===== src/rtl/axi3_rd_arbiter_pkg.sv =====
// ---------------------------------------------------------------------------
// axi3_rd_arbiter_pkg
// Shared constants for the two-requester AXI3 read arbiter:
//   - FSM state encoding (ST_IDLE / ST_AR / ST_R)
//   - AXI field constants (BURST_INCR, RESP_OKAY)
//   - requester id constants (ID_M0 / ID_M1) and a grant-to-id helper
// ---------------------------------------------------------------------------
package axi3_rd_arbiter_pkg;

    localparam logic [1:0] ST_IDLE    = 2'd0;
    localparam logic [1:0] ST_AR      = 2'd1;
    localparam logic [1:0] ST_R       = 2'd2;

    localparam logic [1:0] BURST_INCR = 2'b01;
    localparam logic [1:0] RESP_OKAY  = 2'b00;

    localparam logic [3:0] ID_M0      = 4'd0;
    localparam logic [3:0] ID_M1      = 4'd1;

    // Map the 1-bit grant (0 = m0, 1 = m1) onto the AXI transaction id.
    function automatic logic [3:0] grant_to_id(input logic grant);
        if (grant) begin
            return ID_M1;
        end else begin
            return ID_M0;
        end
    endfunction

endpackage


===== src/rtl/axi3_rd_arbiter_if.sv =====
// ---------------------------------------------------------------------------
// axi3_rd_arbiter_if
// Bundles both requester ports and the core-side AXI3 read channel (AR/R)
// of the read arbiter.
//   modport master : the arbiter (consumes requests, drives AR, sinks R)
//   modport slave  : the environment (requesters + AXI read slave)
// Signals: m0_*/m1_* request and return-data ports, ar* address channel,
//          r* data channel, rd_err sticky error flag.
// ---------------------------------------------------------------------------
interface axi3_rd_arbiter_if #(
    parameter int ADDR_W = 32,
    parameter int DATA_W = 32
) ();
    logic              m0_req_valid;
    logic              m0_req_ready;
    logic [ADDR_W-1:0] m0_req_addr;
    logic [7:0]        m0_req_len;
    logic [2:0]        m0_req_size;
    logic              m0_rvalid;
    logic [DATA_W-1:0] m0_rdata;
    logic              m0_rlast;

    logic              m1_req_valid;
    logic              m1_req_ready;
    logic [ADDR_W-1:0] m1_req_addr;
    logic [7:0]        m1_req_len;
    logic [2:0]        m1_req_size;
    logic              m1_rvalid;
    logic [DATA_W-1:0] m1_rdata;
    logic              m1_rlast;

    logic [3:0]        arid;
    logic [ADDR_W-1:0] araddr;
    logic [7:0]        arlen;
    logic [2:0]        arsize;
    logic [1:0]        arburst;
    logic [1:0]        arlock;
    logic [3:0]        arcache;
    logic [2:0]        arprot;
    logic              arvalid;
    logic              arready;

    logic [3:0]        rid;
    logic [DATA_W-1:0] rdata;
    logic [1:0]        rresp;
    logic              rlast;
    logic              rvalid;
    logic              rready;

    logic              rd_err;

    modport master (
        input  m0_req_valid, m0_req_addr, m0_req_len, m0_req_size,
        output m0_req_ready, m0_rvalid, m0_rdata, m0_rlast,
        input  m1_req_valid, m1_req_addr, m1_req_len, m1_req_size,
        output m1_req_ready, m1_rvalid, m1_rdata, m1_rlast,
        output arid, araddr, arlen, arsize, arburst, arlock, arcache, arprot, arvalid,
        input  arready,
        input  rid, rdata, rresp, rlast, rvalid,
        output rready,
        output rd_err
    );

    modport slave (
        output m0_req_valid, m0_req_addr, m0_req_len, m0_req_size,
        input  m0_req_ready, m0_rvalid, m0_rdata, m0_rlast,
        output m1_req_valid, m1_req_addr, m1_req_len, m1_req_size,
        input  m1_req_ready, m1_rvalid, m1_rdata, m1_rlast,
        input  arid, araddr, arlen, arsize, arburst, arlock, arcache, arprot, arvalid,
        output arready,
        output rid, rdata, rresp, rlast, rvalid,
        input  rready,
        input  rd_err
    );
endinterface


===== src/rtl/axi3_rd_arbiter_grant.sv =====
// ---------------------------------------------------------------------------
// axi3_rd_grant
// Combinational winner select between the two read requesters.
//   i_req_valid[1:0] : request valids (bit 0 = m0, bit 1 = m1)
//   i_ptr            : requester that wins a tie (0 = m0, 1 = m1)
//   o_grant[1:0]     : one-hot winner, all-zero when nobody requests
// Fixed and round-robin priority share this block; they differ only in how
// the top drives i_ptr.
// ---------------------------------------------------------------------------
module axi3_rd_grant (
    input  logic [1:0] i_req_valid,
    input  logic       i_ptr,
    output logic [1:0] o_grant
);
    // One-hot winner; only a tie consults the pointer.
    always_comb begin
        o_grant = 2'b00;
        case (i_req_valid)
            2'b01:   o_grant = 2'b01;
            2'b10:   o_grant = 2'b10;
            2'b11: begin
                if (i_ptr) begin
                    o_grant = 2'b10;
                end else begin
                    o_grant = 2'b01;
                end
            end
            default: o_grant = 2'b00;
        endcase
    end
endmodule


===== src/rtl/axi3_rd_arbiter.sv =====
// ---------------------------------------------------------------------------
// axi3_rd_arbiter
// Shares the core's single AXI3 read channel between the instruction-fetch
// refill path (m0) and the data-side refill / uncached-load path (m1).
// One outstanding transaction; R beats are steered back with zero latency.
// Ports:
//   aclk    : clock
//   aresetn : asynchronous active-low reset
//   bus     : axi3_rd_arbiter_if.master (requesters, AR, R, rd_err)
// Build option:
//   AXI_RD_ARB_RR_EN defined   -> round-robin tie-break with a 1-bit pointer
//   AXI_RD_ARB_RR_EN undefined -> fixed priority, m1 wins ties
// ---------------------------------------------------------------------------
module axi3_rd_arbiter #(
    parameter int ADDR_W = 32,
    parameter int DATA_W = 32
) (
    input logic          aclk,
    input logic          aresetn,
    axi3_rd_arbiter_if.master bus
);
    import axi3_rd_arbiter_pkg::*;

    logic [1:0]        r_state;
    logic [1:0]        w_state_nxt;
    logic              r_grant;
    logic [ADDR_W-1:0] r_addr;
    logic [7:0]        r_len;
    logic [2:0]        r_size;
    logic              r_rd_err;

    logic [1:0]        w_win;
    logic              w_ptr;
    logic              w_idle;
    logic              w_accept;
    logic              w_beat;
    logic              w_match;
    logic              w_done;
    logic              w_rd_err_set;

    // req_ready is combinational; gating with aresetn keeps it low in reset.
    assign w_idle   = (r_state == ST_IDLE) && aresetn;
    assign w_accept = w_idle && (w_win != 2'b00);
    assign w_beat   = (r_state == ST_R) && bus.rvalid;
    assign w_match  = w_beat && (bus.rid == grant_to_id(r_grant));
    assign w_done   = w_match && bus.rlast;

    // Unexpected id, error response, or any beat outside the R phase
    // (e.g. a burst that was cut short by reset) is flagged.
    assign w_rd_err_set = (w_beat && !w_match)
                        || (w_match && (bus.rresp != RESP_OKAY))
                        || (bus.rvalid && (r_state != ST_R));

`ifdef AXI_RD_ARB_RR_EN
    logic r_ptr;

    // Round-robin pointer: hands the tie to the other requester after each burst.
    always_ff @(posedge aclk or negedge aresetn) begin
        if (!aresetn) begin
            r_ptr <= 1'b0;
        end else if (w_done) begin
            r_ptr <= ~r_grant;
        end else begin
            r_ptr <= r_ptr;
        end
    end

    assign w_ptr = r_ptr;
`else
    // Fixed priority: the data side always wins a tie.
    assign w_ptr = 1'b1;
`endif

    axi3_rd_grant u_grant (
        .i_req_valid ({bus.m1_req_valid, bus.m0_req_valid}),
        .i_ptr       (w_ptr),
        .o_grant     (w_win)
    );

    // FSM next-state: IDLE -> AR on request handshake, AR -> R on arready,
    // R -> IDLE on the granted requester's last beat.
    always_comb begin
        w_state_nxt = r_state;
        case (r_state)
            ST_IDLE: begin
                if (w_accept) begin
                    w_state_nxt = ST_AR;
                end else begin
                    w_state_nxt = ST_IDLE;
                end
            end
            ST_AR: begin
                if (bus.arready) begin
                    w_state_nxt = ST_R;
                end else begin
                    w_state_nxt = ST_AR;
                end
            end
            ST_R: begin
                if (w_done) begin
                    w_state_nxt = ST_IDLE;
                end else begin
                    w_state_nxt = ST_R;
                end
            end
            default: w_state_nxt = ST_IDLE;
        endcase
    end

    // FSM state register.
    always_ff @(posedge aclk or negedge aresetn) begin
        if (!aresetn) begin
            r_state <= ST_IDLE;
        end else begin
            r_state <= w_state_nxt;
        end
    end

    // Latch the winner and its request fields at the handshake.
    always_ff @(posedge aclk or negedge aresetn) begin
        if (!aresetn) begin
            r_grant <= 1'b0;
            r_addr  <= {ADDR_W{1'b0}};
            r_len   <= 8'd0;
            r_size  <= 3'd0;
        end else if (w_accept) begin
            r_grant <= w_win[1];
            if (w_win[1]) begin
                r_addr <= bus.m1_req_addr;
                r_len  <= bus.m1_req_len;
                r_size <= bus.m1_req_size;
            end else begin
                r_addr <= bus.m0_req_addr;
                r_len  <= bus.m0_req_len;
                r_size <= bus.m0_req_size;
            end
        end else begin
            r_grant <= r_grant;
        end
    end

    // Sticky read error flag, cleared only by reset.
    always_ff @(posedge aclk or negedge aresetn) begin
        if (!aresetn) begin
            r_rd_err <= 1'b0;
        end else if (w_rd_err_set) begin
            r_rd_err <= 1'b1;
        end else begin
            r_rd_err <= r_rd_err;
        end
    end

    // Output drive: request ready, AR channel, zero-latency R steering.
    always_comb begin
        bus.m0_req_ready = w_idle && w_win[0];
        bus.m1_req_ready = w_idle && w_win[1];

        bus.arvalid = (r_state == ST_AR);
        bus.arid    = grant_to_id(r_grant);
        bus.araddr  = r_addr;
        bus.arlen   = r_len;
        bus.arsize  = r_size;
        bus.arburst = BURST_INCR;
        bus.arlock  = 2'b00;
        bus.arcache = 4'b0000;
        bus.arprot  = 3'b000;
        bus.rready  = (r_state == ST_R);

        bus.m0_rvalid = w_match && !r_grant;
        bus.m1_rvalid = w_match && r_grant;
        bus.m0_rlast  = bus.m0_rvalid && bus.rlast;
        bus.m1_rlast  = bus.m1_rvalid && bus.rlast;
        bus.m0_rdata  = {DATA_W{1'b0}};
        bus.m1_rdata  = {DATA_W{1'b0}};
        if (bus.m0_rvalid) begin
            bus.m0_rdata = bus.rdata;
        end else begin
            bus.m0_rdata = {DATA_W{1'b0}};
        end
        if (bus.m1_rvalid) begin
            bus.m1_rdata = bus.rdata;
        end else begin
            bus.m1_rdata = {DATA_W{1'b0}};
        end

        bus.rd_err = r_rd_err;
    end

endmodule


===== src/flat_wrapper.sv =====
// flat-port wrapper written by rule: the top's interface ports become plain ports
module axi3_rd_arbiter_flat import axi3_rd_arbiter_pkg::*;
#(
    parameter int ADDR_W = 32,
    parameter int DATA_W = 32
)
  (aclk, aresetn, bus_m0_req_valid, bus_m0_req_addr, bus_m0_req_len, bus_m0_req_size, bus_m0_req_ready, bus_m0_rvalid, bus_m0_rdata, bus_m0_rlast, bus_m1_req_valid, bus_m1_req_addr, bus_m1_req_len, bus_m1_req_size, bus_m1_req_ready, bus_m1_rvalid, bus_m1_rdata, bus_m1_rlast, bus_arid, bus_araddr, bus_arlen, bus_arsize, bus_arburst, bus_arlock, bus_arcache, bus_arprot, bus_arvalid, bus_arready, bus_rid, bus_rdata, bus_rresp, bus_rlast, bus_rvalid, bus_rready, bus_rd_err);
  axi3_rd_arbiter_if #(.ADDR_W(ADDR_W), .DATA_W(DATA_W)) bus_i ();
  input logic aclk;
  input logic aresetn;
  input wire logic [$bits(bus_i.m0_req_valid)-1:0] bus_m0_req_valid;
  input wire logic [$bits(bus_i.m0_req_addr)-1:0] bus_m0_req_addr;
  input wire logic [$bits(bus_i.m0_req_len)-1:0] bus_m0_req_len;
  input wire logic [$bits(bus_i.m0_req_size)-1:0] bus_m0_req_size;
  output wire logic [$bits(bus_i.m0_req_ready)-1:0] bus_m0_req_ready;
  output wire logic [$bits(bus_i.m0_rvalid)-1:0] bus_m0_rvalid;
  output wire logic [$bits(bus_i.m0_rdata)-1:0] bus_m0_rdata;
  output wire logic [$bits(bus_i.m0_rlast)-1:0] bus_m0_rlast;
  input wire logic [$bits(bus_i.m1_req_valid)-1:0] bus_m1_req_valid;
  input wire logic [$bits(bus_i.m1_req_addr)-1:0] bus_m1_req_addr;
  input wire logic [$bits(bus_i.m1_req_len)-1:0] bus_m1_req_len;
  input wire logic [$bits(bus_i.m1_req_size)-1:0] bus_m1_req_size;
  output wire logic [$bits(bus_i.m1_req_ready)-1:0] bus_m1_req_ready;
  output wire logic [$bits(bus_i.m1_rvalid)-1:0] bus_m1_rvalid;
  output wire logic [$bits(bus_i.m1_rdata)-1:0] bus_m1_rdata;
  output wire logic [$bits(bus_i.m1_rlast)-1:0] bus_m1_rlast;
  output wire logic [$bits(bus_i.arid)-1:0] bus_arid;
  output wire logic [$bits(bus_i.araddr)-1:0] bus_araddr;
  output wire logic [$bits(bus_i.arlen)-1:0] bus_arlen;
  output wire logic [$bits(bus_i.arsize)-1:0] bus_arsize;
  output wire logic [$bits(bus_i.arburst)-1:0] bus_arburst;
  output wire logic [$bits(bus_i.arlock)-1:0] bus_arlock;
  output wire logic [$bits(bus_i.arcache)-1:0] bus_arcache;
  output wire logic [$bits(bus_i.arprot)-1:0] bus_arprot;
  output wire logic [$bits(bus_i.arvalid)-1:0] bus_arvalid;
  input wire logic [$bits(bus_i.arready)-1:0] bus_arready;
  input wire logic [$bits(bus_i.rid)-1:0] bus_rid;
  input wire logic [$bits(bus_i.rdata)-1:0] bus_rdata;
  input wire logic [$bits(bus_i.rresp)-1:0] bus_rresp;
  input wire logic [$bits(bus_i.rlast)-1:0] bus_rlast;
  input wire logic [$bits(bus_i.rvalid)-1:0] bus_rvalid;
  output wire logic [$bits(bus_i.rready)-1:0] bus_rready;
  output wire logic [$bits(bus_i.rd_err)-1:0] bus_rd_err;
  assign bus_i.m0_req_valid = bus_m0_req_valid;
  assign bus_i.m0_req_addr = bus_m0_req_addr;
  assign bus_i.m0_req_len = bus_m0_req_len;
  assign bus_i.m0_req_size = bus_m0_req_size;
  assign bus_m0_req_ready = bus_i.m0_req_ready;
  assign bus_m0_rvalid = bus_i.m0_rvalid;
  assign bus_m0_rdata = bus_i.m0_rdata;
  assign bus_m0_rlast = bus_i.m0_rlast;
  assign bus_i.m1_req_valid = bus_m1_req_valid;
  assign bus_i.m1_req_addr = bus_m1_req_addr;
  assign bus_i.m1_req_len = bus_m1_req_len;
  assign bus_i.m1_req_size = bus_m1_req_size;
  assign bus_m1_req_ready = bus_i.m1_req_ready;
  assign bus_m1_rvalid = bus_i.m1_rvalid;
  assign bus_m1_rdata = bus_i.m1_rdata;
  assign bus_m1_rlast = bus_i.m1_rlast;
  assign bus_arid = bus_i.arid;
  assign bus_araddr = bus_i.araddr;
  assign bus_arlen = bus_i.arlen;
  assign bus_arsize = bus_i.arsize;
  assign bus_arburst = bus_i.arburst;
  assign bus_arlock = bus_i.arlock;
  assign bus_arcache = bus_i.arcache;
  assign bus_arprot = bus_i.arprot;
  assign bus_arvalid = bus_i.arvalid;
  assign bus_i.arready = bus_arready;
  assign bus_i.rid = bus_rid;
  assign bus_i.rdata = bus_rdata;
  assign bus_i.rresp = bus_rresp;
  assign bus_i.rlast = bus_rlast;
  assign bus_i.rvalid = bus_rvalid;
  assign bus_rready = bus_i.rready;
  assign bus_rd_err = bus_i.rd_err;
  axi3_rd_arbiter #(.ADDR_W(ADDR_W), .DATA_W(DATA_W)) u_core (.aclk(aclk), .aresetn(aresetn), .bus(bus_i));
endmodule

===== config.mk =====
export PLATFORM = sky130hd
export DESIGN_NAME = axi3_rd_arbiter_flat
export DESIGN_NICKNAME = d
export VERILOG_FILES = /design/src/rtl/axi3_rd_arbiter_pkg.sv /design/src/rtl/axi3_rd_arbiter_if.sv /design/src/rtl/axi3_rd_arbiter_grant.sv /design/src/rtl/axi3_rd_arbiter.sv /design/src/flat_wrapper.sv
export SDC_FILE = /design/constraint.sdc
export NUM_CORES = 1
export LEC_CHECK = 0
export BUFFER_PORTS_ARGS = -buffer_cell sky130_fd_sc_hd__buf_2
export CORE_MARGIN = 10
export CORE_UTILIZATION = 35
export CTS_BUF_LIST = sky130_fd_sc_hd__clkbuf_8
export CTS_CLUSTER_SIZE = 14
export DETAILED_ROUTE_END_ITERATION = 10
export PLACE_DENSITY = 0.75
export SKIP_CTS_REPAIR_TIMING = 1
export SLEW_MARGIN = 25
export SYNTH_ARGS = -nofsm -noshare
export SYNTH_HDL_FRONTEND = slang
export SYNTH_HIERARCHICAL = 1
export SYNTH_SLANG_ARGS = --single-unit

===== constraint.sdc =====
create_clock -name aclk -period 3.8 [get_ports aclk]
set_input_delay 0.19 -clock aclk [delete_from_list [all_inputs] [get_ports aclk]]
set_output_delay 0.19 -clock aclk [all_outputs]
set_load 0.01 [all_outputs]

=== After elaboration in Yosys (flattened, before gate mapping) ===
Cells that the tools add are included.

* Register bits: 47
* Input port bits: 131
* Word-level logic and storage cells: 46

* Equality and inequality tests: 7
* Multiplexer cells: 11
* Reductions and logical operators: 22

{| class="wikitable"
|+ Operators with widths
! operator !! count
|-
| $mux 32 || 3
|-
| $logic_and 1x1->1 || 14
|-
| $mux 8 || 1
|-
| $eq 2x2->1 const B || 3
|-
| $pmux 2 s3 || 1
|-
| $eq 2x1->1 const B || 2
|-
| $eq 4x1->1 || 1
|-
| $mux 2 || 2
|-
| $pmux 2 s2 || 1
|-
| $reduce_bool 2->1 || 2
|-
| $mux 3 || 1
|-
| $logic_not 1->1 || 2
|-
| $logic_not 2->1 || 1
|-
| $logic_or 1x1->1 || 2
|-
| $mux 1 || 2
|-
| $ne 2x2->1 const B || 1
|-
| $reduce_or 2->1 || 1
|}

=== Depth between registers and ports, before layout ===
* Word-level depth: 7
* Depth in mapped cells: 7
* Mapped depth without buffers: 4

=== Hierarchy ===
The synthesis kept the hierarchy.

{| class="wikitable"
|+ Modules (own cells, without submodules)
! module !! instances !! cells each !! area an instance (um^2)
|-
| axi3_rd_arbiter || 1 || 264 || 2982.9
|-
| axi3_rd_grant || 1 || 3 || 18.8
|}

=== Least setup slack after synthesis ===
No wires, ideal clock.

* Path kind: reg2reg
* Start point: reg u_core.r_state[0]
* End point: reg u_core.r_addr[10], in the netlist u_core/bus.araddr[10]
* Setup time: 0.125 ns
* Data arrival time: 1.469 ns
* Required time: 3.675 ns
* Path slack: 2.206 ns
* Stages on the path, launching flop included: 6
* Buffers on the path: 2
* Cell sequence: dfrtp_1 nor3b_1 o21a_1 buf_2 buf_4 mux2_2

* Longest elaborated chain between the ends: 3

{| class="wikitable"
|+ Ends and longest elaborated chain
! element !! line !! RTL
|-
| start: declaration || axi3_rd_arbiter.sv:24 || <nowiki>logic [1:0] r_state;</nowiki>
|-
| start signal: assignment || axi3_rd_arbiter.sv:115 || <nowiki>r_state <= w_state_nxt;</nowiki>
|-
| $logic_not 2->1 || axi3_rd_arbiter.sv:42 || <nowiki>assign w_idle = (r_state == ST_IDLE) && aresetn;</nowiki>
|-
| $logic_and 1x1->1 || axi3_rd_arbiter.sv:42 ||
|-
| $logic_and 1x1->1 || axi3_rd_arbiter.sv:43 || <nowiki>assign w_accept = w_idle && (w_win != 2'b00);</nowiki>
|-
| end signal: assignment || axi3_rd_arbiter.sv:123 || <nowiki>r_addr <= {ADDR_W{1'b0}};</nowiki>
|-
| end signal: assignment || axi3_rd_arbiter.sv:129 || <nowiki>r_addr <= bus.m1_req_addr;</nowiki>
|-
| end signal: assignment || axi3_rd_arbiter.sv:133 || <nowiki>r_addr <= bus.m0_req_addr;</nowiki>
|-
| end: declaration || axi3_rd_arbiter.sv:27 || <nowiki>logic [ADDR_W-1:0] r_addr;</nowiki>
|}

Every way passes these cells.
A chain may end at the register's enable or synchronous reset.

=== Final worst setup path ===
* Start point: reg u_core.r_state[0]
* End point: out bus_m0_rdata[0]

* Longest elaborated chain between the ends: 5

{| class="wikitable"
|+ Ends and longest elaborated chain
! element !! line !! RTL
|-
| $eq 2x2->1 || axi3_rd_arbiter.sv:44 || <nowiki>assign w_beat = (r_state == ST_R) && bus.rvalid;</nowiki>
|-
| $logic_and 1x1->1 || axi3_rd_arbiter.sv:44 ||
|-
| $logic_and 1x1->1 || axi3_rd_arbiter.sv:45 || <nowiki>assign w_match = w_beat && (bus.rid == grant_to_id(r_grant));</nowiki>
|-
| $logic_and 1x1->1 || axi3_rd_arbiter.sv:169 || <nowiki>bus.m0_rvalid = w_match && !r_grant;</nowiki>
|-
| $mux 32 || axi3_rd_arbiter.sv:175 || <nowiki>if (bus.m0_rvalid) begin</nowiki>
|-
| end: declaration || flat_wrapper.sv:17 || <nowiki>output wire logic [$bits(bus_i.m0_rdata)-1:0] bus_m0_rdata;</nowiki>
|}

Every way passes these cells.

==> flow_metrics.py <==
metrics = {
    "logic_synthesis": {
        "synth.area.top_cells": "dfrtp_1, mux2_2, and3_1",
        "synth_top_cell_by_area": "dfrtp_1",
        "synth_top_area_share_pct": 39.2,
        "yosysMostFrequentCell": "mux2_2",
        "synth_edf_count": 0,
        "ys_ff_latch": 47,
        "ys_seq_area_share_pct": 39.2,
        "yosysWarnings": 6,
        "netlist_area_um2": 3000,
        "async_reset_ff_share_pct": 100,
        "synthDistinctLibCells": 31,
        "synth_cells": 267,
        "synth_flop_cell": "dfrtp_1",
        "synth_common_cells": "mux2_2, and3_1, dfrtp_1",
        "avgSynthCellArea_um2": 11.2,
    },
    "setup_path": {
        "cp_max_fo": 68,
        "slowest_delay_ns": 0.60,
        "crit_path_cell_trace": "nand2b_1 > inv_2 > and3_2 > buf_2",
        "crit_type": "reg -> out",
        "timing.reg2reg.setup_slack_ns": 1.90,
        "path_buf_inv": 2,
        "slowest_stage": "inv_2",
        "worst_ep_required_time_ns": 3.61,
        "path_delay_family": "buffers and inverters",
        "critPathArrivalTime_ns": 2.01,
        "cp-end-kind": "primary output",
        "cp-start-kind": "register",
    },
    "pwr": {
        "static-leakage-power_uw": 0.00266,
        "irDropWorstVdd_mv": 0.384,
        "power.density_nw_per_um2": 456,
    },
    "placement": {
        "place_area_um2": 4210,
        "hpwl_um": 9720,
        "routabilityCongestion": 0.907,
        "numPortBuffers": 247,
    },
    "sta": {
        "finalSetupViolCount": 0,
        "tightestPinTransition_ns": 0.868,
        "hold_slack_ns": -0.00422,
        "hold_viol": 1,
        "slew_viol_final": 0,
        "fin_crit_sh_pct": 57.9,
        "rsz0062_at_grt": "no",
        "fmax_mhz": 454,
        "fin_crit_ns": 2.20,
        "clock_skew_ns": 0.00659,
        "setup_tns_ns": 0,
        "max-slew-margin-rel_pct": 42.0,
    },
    "drt": {
        "routed_wirelength_um": 11400,
        "vias_per_cell": 4.84,
        "drc": 0,
        "vias": 2931,
        "drtAntennaViolNets": 0,
        "drt-initial-drc-count": 193,
        "first_pass_iters": 4,
        "routedWlPerCell_um": 18.9,
    },
    "job": {
        "maxCapViolations": 0,
    },
    "layout": {
        "syn_to_final_growth_pct": 44.3,
        "stdcell_area_um2": 4330,
        "nets": 630,
        "drive_above_1_share_pct": 70.4,
    },
    "floorplanning": {
        "dieHeight_um": 113,
        "die_area_um2": 12700,
        "start_util_pct": 36.2,
        "core_um2": 8300,
        "io_pins": 262,
        "rows": 33,
        "fp.dieW_um": 113,
    },
    "status": {
        "status": "complete, but fails checks",
        "violations": "hold timing",
    },
    "hold_path": {
        "hold_class": "in -> async",
    },
    "clock_network": {
        "clk_pin_slew_ns": 0.09,
        "cts.sinks": 47,
        "cts_root_buffer": "clkbuf_8",
        "cts_max_path_buffers": 2,
        "tritoncts": "built",
        "cts.htree.levels": 2,
        "clk_latency_ns": 0.30,
        "cts-buffers-inserted": 5,
    },
    "global_routing": {
        "grt.total_usage_pct": 17.1,
        "grt_overflow": 0,
        "grt_pass1_vias": 3386,
        "grt_first_pass_wirelength_um": 17800,
        "grt_max_degree": 69,
        "antenna_found_initial": 1,
    },
}
-- metal layers --
metal  vias to the layer above  global-route usage (%)  share of wire (%)
met5                         -                       0                  0
met4                         0                    5.16                1.7
met3                        13                    9.96                 15
met2                       175                    30.1                 50
met1                      1359                    16.3                 34
li1                       1384                       -                  -
-- kinds of logic after synthesis --
kind of cell / synth area share [%]
buffers and inverters: 8.50
and+or+nand+nor: 17.6
muxes: 32.3
other: 0.250
AOI/OAI and AO/OA: 1.88
xor gates and xnor gates: 0.292
DFF: 39.2
-- cell usage in the layout (no fill, tap or decap), drive strengths merged, types with 2 or more instances in the layout --
cell type / synthesis / final
conb: 2 / 16
nor2: 2 / 2
nor4: 3 / 3
inv: 3 / 3
nor3: 2 / 2
dfrtp: 47 / 47
a21boi: 2 / 2
buf: 29 / 249
clkbuf: 9 / 6
nand2: 3 / 3
and3: 66 / 66
mux2: 86 / 86
nor2b: 2 / 2
-- power by group --
group | leakage [uW] | switching [uW] | internal, uW
logic | 0.00201 | 376 | 397
clock network | 0.0000612 | 164 | 213
registers | 0.000585 | 117 | 710
total | 0.00266 | 657 | 1320
-- sequential cells by signal, indices dropped and copies added (netlist names) --
| signal | flops |
|---|---|
| u_core/r_grant | 1 |
| u_core/bus.rd_err | 1 |
| u_core/bus.araddr | 32 |
| u_core/bus.arsize | 3 |
| u_core/bus.arlen | 8 |
| u_core/r_state | 2 |
-- path summary, 6_finish.rpt --
check,startpoint,end,cells after the start
hold / removal,aresetn,u_core/bus.araddr[14],2
max in group asynchronous,aresetn,u_core/bus.arlen[1],2
setup reg to reg,u_core/r_state[0],u_core/bus.araddr[11],3
hold reg to reg,u_core/r_state[0],u_core/r_state[0],1
setup / recovery,u_core/r_state[0],bus_m0_rdata[0],4
min in group aclk,bus_rresp[0],u_core/bus.rd_err,3
-- final cells by class --
class / count / area [um^2]
Clock buffer: 6 / 82.6
Tap cell: 105 / 131
Antenna cell: 1 / 2.50
Clock inverter: 2 / 35.0
Fill cell: 775 / 3970
Sequential cell: 47 / 1180
Inverter: 3 / 11.3
Multi-Input combinational cell: 193 / 1640
Timing Repair Buffer: 249 / 1250
-- metrics by stage --
step           std cells  hold WS, ns  worst slack, ns  total power, uW  utilization, %
2_1_floorplan        281       -0.106             2.21             1240               -
3_3_place_gp         597        0.337             1.54             1600            50.7
3_5_place_dp         597        0.341             1.62             1630            50.7
4_1_cts              605      0.00984             1.58             2010            52.1
5_1_grt              606       0.0482             1.38             2130            52.2
6_report             606     -0.00422             1.60             1980            52.2
Note: power is estimated with default switching activity, not from simulation.
